File: src/rtl/multi_timer_pkg.sv
// Shared types for the multi-channel compare timer: per-channel FSM state encoding.
package multi_timer_pkg;

  typedef enum logic [1:0] {
    IDLE = 2'd0,
    RUN  = 2'd1,
    DONE = 2'd2
  } ch_state_t;

endpackage

File: src/rtl/multi_timer_channel.sv
// One timer channel: IDLE/RUN/DONE FSM, compare counter, sticky status and done flag.
// Optional PWM output is present only when MULTI_TIMER_PWM_EN is defined.
module multi_timer_channel
  import multi_timer_pkg::*;
#(
  parameter int WIDTH = 32
) (
  input  logic             clk,
  input  logic             rst,
  input  logic             tick,
  input  logic             en,
  input  logic             oneshot,
  input  logic [WIDTH-1:0] compare,
  input  logic             irq_clr,
`ifdef MULTI_TIMER_PWM_EN
  input  logic [WIDTH-1:0] duty,
  output logic             pwm,
`endif
  output logic [WIDTH-1:0] count,
  output logic             status,
  output logic             done
);

  ch_state_t        r_state;
  ch_state_t        w_next;
  logic [WIDTH-1:0] r_count;
  logic             r_status;
  logic [WIDTH:0]   w_inc;
  logic             w_hit;
  logic             w_match;

  // One extra bit keeps count+1 from wrapping when count is all-ones.
  assign w_inc = {1'b0, r_count} + {{WIDTH{1'b0}}, 1'b1};
  assign w_hit = (w_inc >= {1'b0, compare});

  always_comb begin
    w_next  = r_state;
    w_match = 1'b0;
    case (r_state)
      IDLE: if (en) w_next = RUN;
      RUN: begin
        if (!en) begin
          w_next = IDLE;
        end else if (tick && w_hit) begin
          w_match = 1'b1;
          if (oneshot) w_next = DONE;
        end
      end
      DONE:    if (!en) w_next = IDLE;
      default: w_next = IDLE;
    endcase
  end

  always_ff @(posedge clk) begin
    if (rst) r_state <= IDLE;
    else     r_state <= w_next;
  end

  // A one-shot match leaves the counter untouched so the final value stays visible.
  always_ff @(posedge clk) begin
    if (rst) begin
      r_count  <= '0;
      r_status <= 1'b0;
    end else begin
      if (r_state == IDLE || w_next == IDLE) begin
        r_count <= '0;
      end else if (w_match && !oneshot) begin
        r_count <= '0;
      end else if (r_state == RUN && tick && !w_match) begin
        r_count <= w_inc[WIDTH-1:0];
      end
      if (w_match)      r_status <= 1'b1;
      else if (irq_clr) r_status <= 1'b0;
    end
  end

`ifdef MULTI_TIMER_PWM_EN
  logic r_pwm;

  always_ff @(posedge clk) begin
    if (rst) r_pwm <= 1'b0;
    else     r_pwm <= (r_state == RUN) && (r_count < duty);
  end

  assign pwm = r_pwm;
`endif

  assign count  = r_count;
  assign status = r_status;
  assign done   = (r_state == DONE);

endmodule

File: src/rtl/multi_timer.sv
// Multi-channel compare timer: shared prescaler, CHANNELS independent channels, OR'd irq.
// Define MULTI_TIMER_PWM_EN to add duty_val/pwm ports.
module multi_timer
  import multi_timer_pkg::*;
#(
  parameter int WIDTH      = 32,
  parameter int CHANNELS   = 4,
  parameter int PRESCALE_W = 8
) (
  input  logic                      clk,
  input  logic                      rst,
  input  logic [CHANNELS-1:0]       en,
  input  logic [CHANNELS-1:0]       oneshot,
  input  logic [CHANNELS*WIDTH-1:0] compare_val,
  input  logic [PRESCALE_W-1:0]     prescale,
  input  logic [CHANNELS-1:0]       irq_clr,
`ifdef MULTI_TIMER_PWM_EN
  input  logic [CHANNELS*WIDTH-1:0] duty_val,
  output logic [CHANNELS-1:0]       pwm,
`endif
  output logic [CHANNELS*WIDTH-1:0] count,
  output logic [CHANNELS-1:0]       irq_status,
  output logic [CHANNELS-1:0]       done,
  output logic                      irq
);

  logic [PRESCALE_W-1:0] r_pcnt;
  logic                  w_tick;
  logic [CHANNELS-1:0]   w_status;

  assign w_tick = (r_pcnt == prescale);

  // Prescaler parks at zero whenever no channel is enabled.
  always_ff @(posedge clk) begin
    if (rst || en == '0)       r_pcnt <= '0;
    else if (r_pcnt >= prescale) r_pcnt <= '0;
    else                       r_pcnt <= r_pcnt + 1'b1;
  end

  for (genvar i = 0; i < CHANNELS; i++) begin : g_ch
    multi_timer_channel #(
      .WIDTH(WIDTH)
    ) u_ch (
      .clk     (clk),
      .rst     (rst),
      .tick    (w_tick),
      .en      (en[i]),
      .oneshot (oneshot[i]),
      .compare (compare_val[i*WIDTH +: WIDTH]),
      .irq_clr (irq_clr[i]),
`ifdef MULTI_TIMER_PWM_EN
      .duty    (duty_val[i*WIDTH +: WIDTH]),
      .pwm     (pwm[i]),
`endif
      .count   (count[i*WIDTH +: WIDTH]),
      .status  (w_status[i]),
      .done    (done[i])
    );
  end

  assign irq_status = w_status;
  assign irq        = |w_status;

endmodule

File: config.mk
export PLATFORM = sky130hd
export DESIGN_NAME = multi_timer
export DESIGN_NICKNAME = d
export VERILOG_FILES = /design/src/rtl/multi_timer_pkg.sv /design/src/rtl/multi_timer_channel.sv /design/src/rtl/multi_timer.sv
export SDC_FILE = /design/constraint.sdc
export NUM_CORES = 1
export LEC_CHECK = 0
export CORE_MARGIN = 3
export CORE_UTILIZATION = 52
export CTS_CLUSTER_DIAMETER = 80
export DETAILED_ROUTE_END_ITERATION = 16
export GPL_ROUTABILITY_DRIVEN = 1
export PLACE_DENSITY = 0.94
export SETUP_SLACK_MARGIN = 0.4
export SYNTH_ARGS = -nofsm -noshare
export SYNTH_HDL_FRONTEND = slang
export SYNTH_HIERARCHICAL = 1
export SYNTH_SLANG_ARGS = --single-unit
File: constraint.sdc
create_clock -name clk -period 5.24 [get_ports clk]
set_input_delay 1.048 -clock clk [delete_from_list [all_inputs] [get_ports clk]]
set_output_delay 1.048 -clock clk [all_outputs]
set_load 0.1 [all_outputs]
==> qor.csv <==
stage,metric,value,unit
synth,synth_mux_area_share,0.242,%
route,drc,0,
final_layout,diodes,0,
sta,finalWorstSetupSlack,0.562,ns
setup_path,endpoint_kind,register,
final_layout,synthToLayoutAreaGrowth,31.4,%
setup_path,cp_num_buf_inv,1,
placement,place_hpwl,27900,um
floorplanning,die-width,160,um
sta,slew_violations,0,
global_routing,antenna_found_initial,1,
cts,clk-insertion-delay-late,0.43,ns
status,status,finished clean,
power,finalPower,2.66,mW
synth,synth_seq_cells,148,
setup_path,worstPathCellList,"ha_1, nand3_2, nor4_4, and2_1, nand4_1, or3_1, xnor2_1, ha_1, nand3_1, nor3_1, a221oi_2, a41oi_2, or3_4, buf_4, or4_1, a21oi_1",
cts,htree_num_levels,4,
power,irDropWorstVdd,179,uV
placement,gp_congestion,0.905,
setup_path,max_stage_delay,0.48,ns
synth,synthArstFlopShare,0,%
synth,synthAdderAreaFrac,14.2,%
global_routing,grt_pass1_wl,59100,um
synth,yosys_warnings,6,
sta,fin_skew,0.0169,ns
setup_path,path_common_cell,ha_1,
final_layout,mostFrequentLayoutCell,clkdlybuf4s50_1,
placement,portBuffers,286,
floorplanning,num_io_pins,287,
synth,yosys.area.top_type_share,23.9,%
synth,ys_top_cells_by_area,"dfxtp_1, ha_1, xnor2_1",
sta,setup_viol,0,
route,antenna_left,0,
synth,synth_edf_count,0,
placement,placed_cell_area,15500,um2
synth,ys.flop_type,dfxtp_1,
sta,fmax,214,MHz
floorplanning,core_area,23100,um2
floorplanning,initial_utilization,53.7,%
global_routing,grtUsageTotal,27.2,%
cts,tritoncts,yes,
setup_path,startpoint_type,register,
setup_path,critPathRequiredTime,5.60,ns
setup_path,worstSetupPathType,reg2reg,
final_layout,layout-drive-gt1-share,8.29,%
final_layout,fin_area,16300,um2
synth,synth_compound_area_share,17.0,%
route,finalWirelength,36900,um
route,via_count,12855,
sta,slew_headroom,29.2,%
global_routing,grt_max_degree,64,
final_layout,layout.nets,2125,
placement,place_ws,0.222,ns
global_routing,grt_pass1_vias,12308,
route,drtIter0Drc,1033,
global_routing,overflow,0,
sta,fin_crit_sh,89.3,%
hold_path,min_path_type,reg2reg,
synth,synthesis.nets,1851,
run,maxCapViolations,0,
synth,syn_area_per_cell,7.94,um2
synth,ys_seq_area_share,23.9,%
cts,clk_pin_slew,0.07,ns
sta,min_period,4.68,ns
synth,synth_area,12400,um2
final_layout,final_cell_mix,"clkdlybuf4s50_1, inv_1, ha_1",
synth,yosys.area_share.simple,26.0,%
setup_path,cp_max_fo,14,
synth,syn-instance-count,1560,
synth,synth_xor_area_share,11.0,%
setup_path,slowest_stage,or3_4,
route,firstDrtPassIters,5,
floorplanning,die_h,160,um
cts,cts_root_buffer,clkbuf_16,
cts,cts_sinks,148,
synth,ys_types,74,
power,p_leak,6.55,nW
synth,synth_top_family_by_area,simple AND/OR/NAND/NOR gates,
synth,synth.largest_area_cell,dfxtp_1,
route,viasPerCell,5.95,
power,power_density,163,nW/um2
cts,clock_path_buffers,2,
sta,holdWs,0.434,ns
floorplanning,design.die.area,25700,um2
setup_path,cpLargestDelayFamily,simple AND/OR/NAND/NOR gates,
sta,tns,0,ns
sta,tightest_slew,1.06,ns
route,wire_per_inst,17.1,um
cts,numCtsBuffers,17,
setup_path,cp.arrival,5.04,ns
floorplanning,num_rows,55,
sta,final-hold-violation-count,0,
sta,rsz0062_at_grt,true,
[report_power, final]
part           leakage (nW)  switching, mW  internal [mW]  total [mW]
sequential             1.21        0.00351           1.13        1.13
combinational          5.07          0.109          0.148       0.257
clock                 0.274          0.518          0.751        1.27
[what timing repair did]
action,4_1_cts,5_1_grt
gates resized for setup,7,15
setup endpoints to repair,47,127
setup buffers,0,10
hold buffers,0,0
pin swaps,0,4
[final timing paths]
kind / startpoint / end / slack (ns) / cells past startpoint
hold / removal: g_ch[3].u_ch/r_state[1] / g_ch[3].u_ch/r_state[0] / 0.43 / 1
setup / recovery: g_ch[0].u_ch/count[0] / g_ch[0].u_ch/count[29] / 0.56 / 16
hold reg to reg: g_ch[3].u_ch/r_state[1] / g_ch[3].u_ch/r_state[0] / 0.43 / 1
setup reg to reg: g_ch[0].u_ch/count[0] / g_ch[0].u_ch/count[29] / 0.56 / 16
[registers in the layout, indices dropped and copies added, names as in the netlist]
register	flops
g_ch.u_ch/count	128
g_ch.u_ch/r_state	8
g_ch.u_ch/status	4
r_pcnt	8
[worst register-to-register path, stage by stage, from the launching register on]
cell and delay, ns:
dfxtp_2 0.38, ha_1 0.25, nand3_2 0.21, nor4_4 0.40, and2_1 0.21, nand4_1 0.19
or3_1 0.47, xnor2_1 0.15, ha_1 0.29, nand3_1 0.18, nor3_1 0.10, a221oi_2 0.36
a41oi_2 0.19, or3_4 0.48, buf_4 0.21, or4_1 0.40, a21oi_1 0.15
[logic make-up after synthesis]
group / Yosys count
fa+ha+maj: 141
xor+xnor: 155
buf+inv: 227
flops: 148
simple gates: 561
compound gates: 325
mux: 3
[Yosys cell counts, types with 44 or more instances]
| cell type | instances |
|---|---|
| nand4_1 | 51 |
| xor2_1 | 44 |
| ha_1 | 141 |
| nor2_1 | 85 |
| or3_1 | 56 |
| a21oi_1 | 115 |
| dfxtp_1 | 148 |
| nand3_1 | 57 |
| xnor2_1 | 111 |
| nand2_1 | 92 |
| nor4_1 | 49 |
| inv_1 | 169 |
| or4_1 | 45 |
[final cells by class]
| class | instances | area, um2 |
|---|---|---|
| Sequential cell | 148 | 3000 |
| Clock inverter | 11 | 151 |
| Clock buffer | 20 | 437 |
| Inverter | 169 | 634 |
| Timing Repair Buffer | 313 | 3090 |
| Tap cell | 313 | 392 |
| Fill cell | 1708 | 6770 |
| Multi-Input combinational cell | 1185 | 8580 |
[per-stage QoR]
stage | util [%] | cells
after global routing | 70.6 | 2159
after CTS | 70.0 | 2149
after global placement | 67.3 | 2118
final | 70.6 | 2159
after floorplan | - | 1560
after detailed placement | 67.3 | 2118
[layer usage]
layer | part of all wire (%) | vias to the layer above | routed length, um | global-route usage (%)
li1 | - | 6192 | - | -
met5 | 0 | - | 0 | 0
met2 | 49 | 536 | 18100 | 47.0
met1 | 41 | 6036 | 15100 | 33.5
met3 | 6.8 | 91 | 2500 | 4.90
met4 | 3.2 | 0 | 1170 | 11.0
(Power assumes the default switching activity.)
